==> src/rtl/mpu_pkg.sv <==
// MPU sample unpack shared types and helpers.
// Burst layout, word indices and gyro saturation.
package mpu_pkg;

    localparam int MPU_BURST_BYTES = 14;
    localparam int MPU_WORDS       = MPU_BURST_BYTES / 2;

    localparam int IDX_AX   = 0;
    localparam int IDX_AY   = 1;
    localparam int IDX_AZ   = 2;
    localparam int IDX_TEMP = 3;
    localparam int IDX_GX   = 4;
    localparam int IDX_GY   = 5;
    localparam int IDX_GZ   = 6;

    typedef logic signed [15:0] sample_t;

    // High byte arrives first in the burst.
    function automatic sample_t mpu_word(
        input logic [8*MPU_BURST_BYTES-1:0] pack,
        input int                           idx
    );
        return {pack[16*idx +: 8], pack[16*idx+8 +: 8]};
    endfunction

    function automatic sample_t sat16(input logic signed [16:0] v);
        if (v[16] != v[15]) begin
            return v[16] ? 16'sh8000 : 16'sh7fff;
        end
        return v[15:0];
    endfunction

endpackage

==> src/rtl/mpu_sample_unpack_if.sv <==
// Burst delivery bus from the MPU I2C reader.
// The reader drives it; the unpacker consumes it.
interface mpu_sample_unpack_if;
    import mpu_pkg::*;

    logic                         mpu_read_done;
    logic [8*MPU_BURST_BYTES-1:0] mpu_data_pack;
    logic                         mpu_error;

    modport master (
        output mpu_read_done,
        output mpu_data_pack,
        output mpu_error
    );

    modport slave (
        input mpu_read_done,
        input mpu_data_pack,
        input mpu_error
    );

endinterface

==> src/rtl/mpu_gyro_calib.sv <==
// Gyro bias calibration: averages 2^CALIB_SHIFT samples
// per axis and commits the result as the new bias.
module mpu_gyro_calib
    import mpu_pkg::*;
#(
    parameter int CALIB_SHIFT = 8
) (
    input  logic    clk,
    input  logic    rst_n,
    input  logic    smp_valid,
    input  logic    start,
    input  logic    error,
    input  sample_t gx,
    input  sample_t gy,
    input  sample_t gz,
    output sample_t bias_x,
    output sample_t bias_y,
    output sample_t bias_z,
    output logic    calib_busy,
    output logic    calib_done,
    output logic    calib_fail
);

    localparam int AW = 16 + CALIB_SHIFT;
    localparam int CW = CALIB_SHIFT + 1;
    localparam logic [CW-1:0] FULL = CW'(1) << CALIB_SHIFT;

    typedef enum logic {
        ST_RUN,
        ST_CALIB
    } state_t;

    state_t state_q, state_d;
    logic [CW-1:0] cnt_q, cnt_d, cnt_nxt;
    logic done_q, done_d;
    logic fail_q, fail_d;

    sample_t g [3];
    sample_t bias_q [3];
    sample_t bias_d [3];
    logic signed [AW-1:0] acc_q [3];
    logic signed [AW-1:0] acc_d [3];
    logic signed [AW-1:0] acc_nxt [3];
    logic signed [AW-1:0] avg [3];

    assign g[0] = gx;
    assign g[1] = gy;
    assign g[2] = gz;

    always_comb begin
        state_d = state_q;
        cnt_d   = cnt_q;
        done_d  = 1'b0;
        fail_d  = 1'b0;
        cnt_nxt = cnt_q + CW'(1);
        for (int i = 0; i < 3; i++) begin
            acc_d[i]   = acc_q[i];
            bias_d[i]  = bias_q[i];
            acc_nxt[i] = acc_q[i] + AW'(g[i]);
            avg[i]     = acc_nxt[i] >>> CALIB_SHIFT;
        end
        unique case (state_q)
            ST_RUN: begin
                if (start) begin
                    state_d = ST_CALIB;
                    cnt_d   = '0;
                    for (int i = 0; i < 3; i++) acc_d[i] = '0;
                end
            end
            ST_CALIB: begin
                // Error beats restart and beats the final sample.
                if (error) begin
                    state_d = ST_RUN;
                    fail_d  = 1'b1;
                end else if (start) begin
                    cnt_d = '0;
                    for (int i = 0; i < 3; i++) acc_d[i] = '0;
                end else if (smp_valid) begin
                    cnt_d = cnt_nxt;
                    for (int i = 0; i < 3; i++) acc_d[i] = acc_nxt[i];
                    if (cnt_nxt == FULL) begin
                        state_d = ST_RUN;
                        done_d  = 1'b1;
                        for (int i = 0; i < 3; i++) begin
                            bias_d[i] = avg[i][15:0];
                        end
                    end
                end
            end
            default: state_d = ST_RUN;
        endcase
    end

    always_ff @(posedge clk or negedge rst_n) begin
        if (!rst_n) begin
            state_q <= ST_RUN;
            cnt_q   <= '0;
            done_q  <= 1'b0;
            fail_q  <= 1'b0;
            for (int i = 0; i < 3; i++) begin
                acc_q[i]  <= '0;
                bias_q[i] <= '0;
            end
        end else begin
            state_q <= state_d;
            cnt_q   <= cnt_d;
            done_q  <= done_d;
            fail_q  <= fail_d;
            for (int i = 0; i < 3; i++) begin
                acc_q[i]  <= acc_d[i];
                bias_q[i] <= bias_d[i];
            end
        end
    end

    assign bias_x     = bias_q[0];
    assign bias_y     = bias_q[1];
    assign bias_z     = bias_q[2];
    assign calib_busy = (state_q == ST_CALIB);
    assign calib_done = done_q;
    assign calib_fail = fail_q;

endmodule

==> src/rtl/mpu_sample_unpack.sv <==
// Unpacks the MPU burst into signed words, applies gyro
// bias with saturation and watches for stale sensor data.
module mpu_sample_unpack
    import mpu_pkg::*;
#(
    parameter int CALIB_SHIFT  = 8,
    parameter int STALE_CYCLES = 500000
) (
    input  logic               clk,
    input  logic               rst_n,
    mpu_sample_unpack_if.slave rd,
    input  logic               calib_start,
    output sample_t            accel_x,
    output sample_t            accel_y,
    output sample_t            accel_z,
    output sample_t            temp_raw,
    output sample_t            gyro_x,
    output sample_t            gyro_y,
    output sample_t            gyro_z,
    output logic               sample_valid,
    output logic               calib_busy,
    output logic               calib_done,
    output logic               calib_fail,
    output logic               data_stale
);

    localparam int WDW = $clog2(STALE_CYCLES + 1);
    localparam logic [WDW-1:0] WD_MAX = WDW'(STALE_CYCLES);

    sample_t raw_q [MPU_WORDS];
    sample_t raw_d [MPU_WORDS];
    sample_t out_q [MPU_WORDS];
    sample_t out_d [MPU_WORDS];
    sample_t bias [3];

    logic s1_valid_q, s1_start_q, s1_error_q;
    logic valid_q, valid_d;
    logic [WDW-1:0] wd_q, wd_d;
    logic stale_q, stale_d;

    // Start and error ride alongside stage 1 so the FSM
    // sees them in the same order as the samples.
    mpu_gyro_calib #(
        .CALIB_SHIFT (CALIB_SHIFT)
    ) u_calib (
        .clk        (clk),
        .rst_n      (rst_n),
        .smp_valid  (s1_valid_q),
        .start      (s1_start_q),
        .error      (s1_error_q),
        .gx         (raw_q[IDX_GX]),
        .gy         (raw_q[IDX_GY]),
        .gz         (raw_q[IDX_GZ]),
        .bias_x     (bias[0]),
        .bias_y     (bias[1]),
        .bias_z     (bias[2]),
        .calib_busy (calib_busy),
        .calib_done (calib_done),
        .calib_fail (calib_fail)
    );

    always_comb begin
        for (int i = 0; i < MPU_WORDS; i++) begin
            raw_d[i] = rd.mpu_read_done
                     ? mpu_word(rd.mpu_data_pack, i)
                     : raw_q[i];
        end
    end

    always_comb begin
        valid_d = s1_valid_q && !calib_busy;
        for (int i = 0; i < MPU_WORDS; i++) out_d[i] = out_q[i];
        if (valid_d) begin
            for (int i = 0; i < IDX_GX; i++) out_d[i] = raw_q[i];
            for (int k = 0; k < 3; k++) begin
                out_d[IDX_GX+k] = sat16(17'(raw_q[IDX_GX+k])
                                      - 17'(bias[k]));
            end
        end
    end

    always_comb begin
        if (rd.mpu_read_done) begin
            wd_d = '0;
        end else if (wd_q == WD_MAX) begin
            wd_d = wd_q;
        end else begin
            wd_d = wd_q + WDW'(1);
        end
        stale_d = (wd_d == WD_MAX);
    end

    always_ff @(posedge clk or negedge rst_n) begin
        if (!rst_n) begin
            s1_valid_q <= 1'b0;
            s1_start_q <= 1'b0;
            s1_error_q <= 1'b0;
            valid_q    <= 1'b0;
            wd_q       <= WD_MAX;
            stale_q    <= 1'b1;
            for (int i = 0; i < MPU_WORDS; i++) begin
                raw_q[i] <= '0;
                out_q[i] <= '0;
            end
        end else begin
            s1_valid_q <= rd.mpu_read_done;
            s1_start_q <= calib_start;
            s1_error_q <= rd.mpu_error;
            valid_q    <= valid_d;
            wd_q       <= wd_d;
            stale_q    <= stale_d;
            for (int i = 0; i < MPU_WORDS; i++) begin
                raw_q[i] <= raw_d[i];
                out_q[i] <= out_d[i];
            end
        end
    end

    assign accel_x      = out_q[IDX_AX];
    assign accel_y      = out_q[IDX_AY];
    assign accel_z      = out_q[IDX_AZ];
    assign temp_raw     = out_q[IDX_TEMP];
    assign gyro_x       = out_q[IDX_GX];
    assign gyro_y       = out_q[IDX_GY];
    assign gyro_z       = out_q[IDX_GZ];
    assign sample_valid = valid_q;
    assign data_stale   = stale_q;

endmodule

==> src/flat_wrapper.sv <==
// flat-port wrapper written by rule: the top's interface ports become plain ports
module mpu_sample_unpack_flat import mpu_pkg::*;
#(
    parameter int CALIB_SHIFT  = 8,
    parameter int STALE_CYCLES = 500000
)
  (clk, rst_n, calib_start, accel_x, accel_y, accel_z, temp_raw, gyro_x, gyro_y, gyro_z, sample_valid, calib_busy, calib_done, calib_fail, data_stale, rd_mpu_read_done, rd_mpu_data_pack, rd_mpu_error);
  mpu_sample_unpack_if rd_i ();
  input  logic clk;
  input  logic rst_n;
  input  logic calib_start;
  output sample_t accel_x;
  output sample_t accel_y;
  output sample_t accel_z;
  output sample_t temp_raw;
  output sample_t gyro_x;
  output sample_t gyro_y;
  output sample_t gyro_z;
  output logic sample_valid;
  output logic calib_busy;
  output logic calib_done;
  output logic calib_fail;
  output logic data_stale;
  input wire logic [$bits(rd_i.mpu_read_done)-1:0] rd_mpu_read_done;
  input wire logic [$bits(rd_i.mpu_data_pack)-1:0] rd_mpu_data_pack;
  input wire logic [$bits(rd_i.mpu_error)-1:0] rd_mpu_error;
  assign rd_i.mpu_read_done = rd_mpu_read_done;
  assign rd_i.mpu_data_pack = rd_mpu_data_pack;
  assign rd_i.mpu_error = rd_mpu_error;
  mpu_sample_unpack #(.CALIB_SHIFT(CALIB_SHIFT), .STALE_CYCLES(STALE_CYCLES)) u_core (.clk(clk), .rst_n(rst_n), .rd(rd_i), .calib_start(calib_start), .accel_x(accel_x), .accel_y(accel_y), .accel_z(accel_z), .temp_raw(temp_raw), .gyro_x(gyro_x), .gyro_y(gyro_y), .gyro_z(gyro_z), .sample_valid(sample_valid), .calib_busy(calib_busy), .calib_done(calib_done), .calib_fail(calib_fail), .data_stale(data_stale));
endmodule
==> config.mk <==
export PLATFORM = sky130hd
export DESIGN_NAME = mpu_sample_unpack_flat
export DESIGN_NICKNAME = d
export VERILOG_FILES = /design/src/rtl/mpu_pkg.sv /design/src/rtl/mpu_sample_unpack_if.sv /design/src/rtl/mpu_gyro_calib.sv /design/src/rtl/mpu_sample_unpack.sv /design/src/flat_wrapper.sv
export SDC_FILE = /design/constraint.sdc
export NUM_CORES = 1
export LEC_CHECK = 0
export CAP_MARGIN = 20
export CORE_ASPECT_RATIO = 1.25
export CORE_UTILIZATION = 51
export DETAILED_ROUTE_END_ITERATION = 8
export PLACE_DENSITY = 0.77
export SLEW_MARGIN = 20
export SYNTH_ARGS = -nofsm -noshare
export SYNTH_HDL_FRONTEND = slang
export SYNTH_SLANG_ARGS = --single-unit
==> constraint.sdc <==
create_clock -name clk -period 2.9 [get_ports clk]
set_input_delay 0.58 -clock clk [delete_from_list [all_inputs] [get_ports clk]]
set_output_delay 0.58 -clock clk [all_outputs]
set_load 0.02 [all_outputs]
# Word level (Yosys, flattened, before mapping)
# Index checks and enable logic that the tools add are counted.
# word_totals
in_bits	117
output_inout_bits	117
wordCells	94
register_bits	380
# op_classes
n_reduce_logical	4
eq_ne	9
n_addsub	8
n_mux	40
bitwise_logic	3
# op_table
cell	count
72-bit 2-to-1 mux	4
16-bit 2-to-1 mux	9
72-bit case mux with 2 select lines	1
24-bit by 16-bit adder with 24-bit output	3
16-bit by 16-bit subtractor with 17-bit output	3
19-bit equality test (second input constant)	2
19-bit 2-to-1 mux	2
9-bit 2-to-1 mux	4
19-bit by 1-bit adder with 19-bit output (second input constant)	1
1-bit 2-to-1 mux	18
9-bit case mux with 2 select lines	1
9-bit by 1-bit adder with 9-bit output (second input constant)	1
9-bit equality test (second input constant)	1
5-bit AND reduction	1
1-bit inequality test	3
3-bit by 1-bit inequality test with 1-bit output (second input constant)	1
1-bit NOT	3
3-bit AND reduction	1
2-bit by 1-bit inequality test with 1-bit output (second input constant)	1
2-bit inequality test (second input constant)	1
1-bit case mux with 2 select lines	1
1-bit logical AND	1
1-bit logical NOT	1

# Logic depth before layout (Yosys ltp)
# depth
ltp_word	7
ltp_mapped	14
mapped_depth_nobuf	13

# Cells and area by module
# Synthesis repeated with hierarchy kept, for this count alone.
# unflattened
cells_unflattened	1948
area_unflattened_um2	20195.6
# by_module_without_submodules
module	instances	cells_each	seq_area_each_um2	area_per_inst_um2
mpu_sample_unpack	1	1134	6216.0	11922.7
mpu_gyro_calib	1	814	3303.2	8272.9

# Worst setup path after synthesis
# OpenSTA, ideal clock, no wires.
# synth_path
path_type	reg2reg
start	register u_core.raw_q[0] (netlist name)
end	register u_core.out_q, in the netlist u_core.gyro_z[0]
period_less_slack_ns	2.989
path_slack_ns	-0.089
setup_ns	0.141
t_arrival_ns	2.848
path_buffers	0
required_time_ns	2.759
path_stages_with_launch	14
cell_sequence	dfrtp_1 -> inv_1 -> ha_1 -> inv_1 -> fa_1 -> a21o_1 -> a21oi_1 -> o21ai_1 -> a22o_1 -> o41ai_1 -> nand2b_1 -> a21oi_1 -> o21ai_1 -> o21ai_1
# synth_via
elab_chain_len	5
elab_cells_between_ends	7
cone_classes	1 x add/sub; 1 x eq/ne; 5 x mux
# synth_lines
element	line_no	rtl
start: declaration	mpu_sample_unpack.sv:30	sample_t raw_q [MPU_WORDS];
start signal: indexed assignment	mpu_sample_unpack.sv:113	raw_q[i] <= raw_d[i];
16-bit by 16-bit subtractor with 17-bit output *	mpu_sample_unpack.sv:77	- 17'(bias[k]));
1-bit inequality test	mpu_pkg.sv:27	if (v[16] != v[15]) begin
1-bit 2-to-1 mux	mpu_pkg.sv:27	
1-bit 2-to-1 mux	mpu_sample_unpack.sv:73	if (valid_d) begin
16-bit 2-to-1 mux *	mpu_pkg.sv:30	return v[15:0];
end signal: indexed assignment	mpu_sample_unpack.sv:114	out_q[i] <= out_d[i];
end: declaration	mpu_sample_unpack.sv:32	sample_t out_q [MPU_WORDS];
# Every way passes the cells marked *; elsewhere a longest branch is shown, timed or not. The select of a mux whose other input is x is not followed.
# A chain may end at the register's enable or synchronous reset.

# Worst setup path after layout
# layout_path
start	register u_core.raw_q[0] (netlist name)
end	register u_core.out_q, in the netlist u_core.gyro_z[9]
# Same word-level chain as after synthesis.

==> flow_summary_export.csv <==
group,metric,value,unit
run_status,status,"finished, violations left",
run_status,violations,"design-rule violations, negative setup slack",
grt,grt_pass1_vias,16580,
clock_tree,cts_hold_buf,0,
pwr,peakVddDrop,0.6303,mV
placement,dp_hpwl,35.89,mm
pwr,seq_power_share,37.9,%
run,cap_violations,0,
die,core,0.03902,sq mm
timing,hold_viol,0,
timing,slew_violations,0,
pwr,leakage,0.01183,uW
timing,finalCritPeriodShare,103.5,%
clock_tree,cts_tree,"built",
timing,setup_viol,22,
grt,antenna_found_initial,2,
yosys,syn_avg_cell_area,9.884,sq um
grt,met1_usage,30.73,%
yosys,synth_seq_cells,380,
grt,overflow,0,
placement,portBuffers,233,
detailed_routing,drtIter0Drc,883,
grt,grt.met2_usage,44.37,%
grt,grt.busiest_layer,"met2",
yosys,synth-compound-area-share,16.16,%
setup_path,worstPathArrival,3.41,ns
timing,tightest_slew,0.8929,ns
final_layout,fin_nets,2612,
final_layout,nFillCells,2958,
setup_path,r2r_start,"u_core.raw_q[0]$_DFFE_PN0P_",
final_layout,final_common_cell,"dfrtp_1",
detailed_routing,wl,52.35,mm
setup_path,crit_type,"reg2reg",
die,start_util,51.70,%
yosys,ys_async_sr_fraction,100.0,%
pwr,power_switching_share,32.03,%
die,ios,234,
final_layout,final_cell_mix,"dfrtp_1 (370), nand2_1 (356), clkdlybuf4s50_1 (231)",
setup_path,r2r-end,"u_core.gyro_z[9]$_DFFE_PN0P_",
grt,grt_first_pass_wirelength,82.75,mm
timing,skew,0.01802,ns
yosys,synth-xor-area-share,4.515,%
die,die_h,224.4,um
pwr,clockPowerShare,31.1,%
setup_path,ff2ff_path_depth,14,
setup_path,r2r_setup_slack,-0.10,ns
timing,fin_ws,-0.1014,ns
placement,finalWeightedCongestion,0.8919,
pwr,p_int,11710,uW
timing,hold_ws,0.08065,ns
grt,grt_max_degree,134,
yosys,synth_enable_flop_cells,0,
clock_tree,cts_buffer_depth,3,
pwr,power_density,666.7,mW/mm^2
setup_path,end_kind,"flip-flop",
final_layout,drive_gt1_share,17.63,%
pwr,switchingPower,5518,uW
clock_tree,htreeDepth,2,
detailed_routing,drtAntennaViolNets,0,
clock_tree,worstSkewPairLatency,0.55,ns
detailed_routing,post-route-drc-count,13,
timing,period_needed,3.001,ns
timing,fin_setup_tns,-0.7020,ns
yosys,syn_area,0.02017,sq mm
detailed_routing,dr_total_vias,16460,
yosys,synthMuxAreaShare,6.773,%
die,num_rows,81,
detailed_routing,wire_per_inst,18.06,um
timing,fmax,0.3332,GHz
setup_path,crit_fanout,7,
detailed_routing,drtPass1Iterations,9,
final_layout,area_growth,28.09,%
yosys,yosys_warnings,0,
timing,slew-limit-headroom,40.47,%
clock_tree,cts_num_sinks,380,
yosys,syn_nets,2285,
yosys,synth_top_family_by_area,"compound AO/OA/AOI/OAI gates",
yosys,synthCells,2041,
placement,pre_cts_ws,-0.05561,ns
grt,grt_util_met3,3.886,%
setup_path,required,3.31,ns
clock_tree,root_buffer,"clkbuf_16",
clock_tree,path_clk_slew,0.06,ns
pwr,combPwrFrac,30.9,%
yosys,yosys.area_share.simple,13.86,%
setup_path,start_kind,"flip-flop",
yosys,synth_cell_type_count,75,
die,die_w,179.9,um
grt,globalRouteTotalUtil,24.99,%
clock_tree,cts_made_buffers,41,
die,dieArea,0.04036,sq mm
yosys,ys_seq_area_share,47.19,%
timing,rsz0062_at_grt,"true",
yosys,synth_ff_type,"dfrtp_1",
yosys,synth_fa_ha_area_share,8.249,%
worst_hold_path,hold_class,"in2async",
detailed_routing,drt-vias-per-instance,5.679,
## synth_stat cells, drive strengths merged (6+ instances only)
library cell | n | area [sq um]
xnor2 | 67 | 586.8
a221oi | 7 | 61.31
nor2 | 105 | 394.1
a211oi | 10 | 85.08
a21o | 55 | 412.9
a21oi | 106 | 534.3
o211ai | 12 | 95.09
mux2i | 6 | 60.06
o21a | 21 | 157.7
a31oi | 8 | 50.05
o31ai | 28 | 215.2
or3 | 11 | 68.82
nand4 | 10 | 62.56
nand3 | 23 | 115.1
a22o | 40 | 350.3
fa | 6 | 120.1
dfrtp | 372 | 9309
and3 | 17 | 106.4
mux2 | 116 | 1306
inv | 92 | 345.3
o21bai | 8 | 60.06
o21ai | 163 | 815.8
nand2 | 356 | 1336
a21boi | 7 | 52.55
nand2b | 23 | 143.9
or4 | 7 | 52.55
xor2 | 37 | 324.1
dfstp | 8 | 210.2
nor3 | 21 | 105.1
a22oi | 8 | 60.06
clkbuf | 67 | 251.5
ha | 121 | 1514
nor2b | 19 | 118.9
buf | 11 | 60.05
## through the flow
stage,cell area (sq um),util (%),total power (uW),std cells
6_report,25840,66.22,17230,2898
3_5_place_dp,23740,60.83,11590,2793
4_1_cts,25170,64.50,17010,2870
3_3_place_gp,23740,60.83,11420,2793
2_1_floorplan,20210,-,9460,2041
5_1_grt,25840,66.22,18030,2898
## critical path, cell delays in order (launching register included)
cell,delay [ns]
dfrtp_1,0.39
inv_2,0.09
ha_4,0.14
inv_2,0.04
fa_2,0.35
a21o_1,0.19
a21oi_2,0.16
o21ai_2,0.09
a22o_1,0.24
o41ai_2,0.36
nand2b_4,0.21
a21oi_4,0.09
o21ai_4,0.24
clkbuf_16,0.19
o21ai_1,0.08
## layer usage
layer	wire length, um	part of all wire (%)
met5	17	0.032
met4	1678	3.2
met3	2326	4.4
met2	26660	51
met1	21660	41
## logic make-up (layout without fill, tap and decap cells)
group,Yosys count,count (layout)
mux,122,122
compound gates,508,508
buf+inv,170,526
fa+ha+maj,130,130
flops,380,380
simple gates,627,627
xor+xnor,104,106
other cells,0,1
## layout make-up
type                       count  area, sq um  share of cell area, %
inverter                      92        345.3                  1.336
clock buffer                  60         1187                  4.595
tap                          498        623.1                  2.411
clock inverter                14        185.2                 0.7166
timing repair buffer         360         3478                  13.46
multi-input combinational   1493        10500                  40.62
sequential                   380         9522                  36.85
antenna                        1        2.502               0.009684
## power groups by stage
stage / combinational, uW / clock (uW) / sequential [uW]
after floorplan: 2350 / 0 / 7110
after global placement: 4840 / 0 / 6570
after CTS: 5030 / 5450 / 6530
final: 5330 / 5360 / 6540
after global routing: 5760 / 5640 / 6630
after detailed placement: 4980 / 0 / 6610
## worst max path at each step
| stage | from | end | slack [ns] | cells after the start |
|---|---|---|---|---|
| 2_1_floorplan | u_core.raw_q[32]$_DFFE_PN0P_ | u_core.gyro_x[10]$_DFFE_PN0P_ | 0.03 | 14 |
| 3_3_place_gp | u_core.u_calib.acc_q[38]$_DFFE_PN0P_ | u_core.u_calib.acc_q[47]$_DFFE_PN0P_ | 0.03 | 11 |
| 3_5_place_dp | u_core.raw_q[17]$_DFFE_PN0P_ | u_core.gyro_y[11]$_DFFE_PN0P_ | -0.06 | 10 |
| 4_1_cts | u_core.raw_q[32]$_DFFE_PN0P_ | u_core.gyro_x[12]$_DFFE_PN0P_ | 0.002 | 14 |
| 5_1_grt | u_core.raw_q[0]$_DFFE_PN0P_ | u_core.gyro_z[9]$_DFFE_PN0P_ | -0.20 | 14 |
| 6_report | u_core.raw_q[0]$_DFFE_PN0P_ | u_core.gyro_z[9]$_DFFE_PN0P_ | -0.10 | 14 |
## registers in the layout, summed over array words and instances (netlist names), 9 cells and up
name                   flops
u_core.accel_x            16
u_core.accel_y            16
u_core.accel_z            16
u_core.gyro_x             16
u_core.gyro_y             16
u_core.gyro_z             16
u_core.raw_q             112
u_core.temp_raw           16
u_core.u_calib.acc_q      72
u_core.u_calib.bias_x     16
u_core.u_calib.bias_y     16
u_core.u_calib.bias_z     16
u_core.u_calib.cnt_q       9
u_core.wd_q               19
## what timing repair did
action / 4_1_cts / 5_1_grt
cloned: 2 / 7
buffers inserted: 1 / 20
endpoints found under the hold margin: 0 / 0
pin swaps: 2 / 39
resized for setup: 12 / 104
endpoints found under the setup margin: 44 / 102
(Power assumes the default switching activity.)
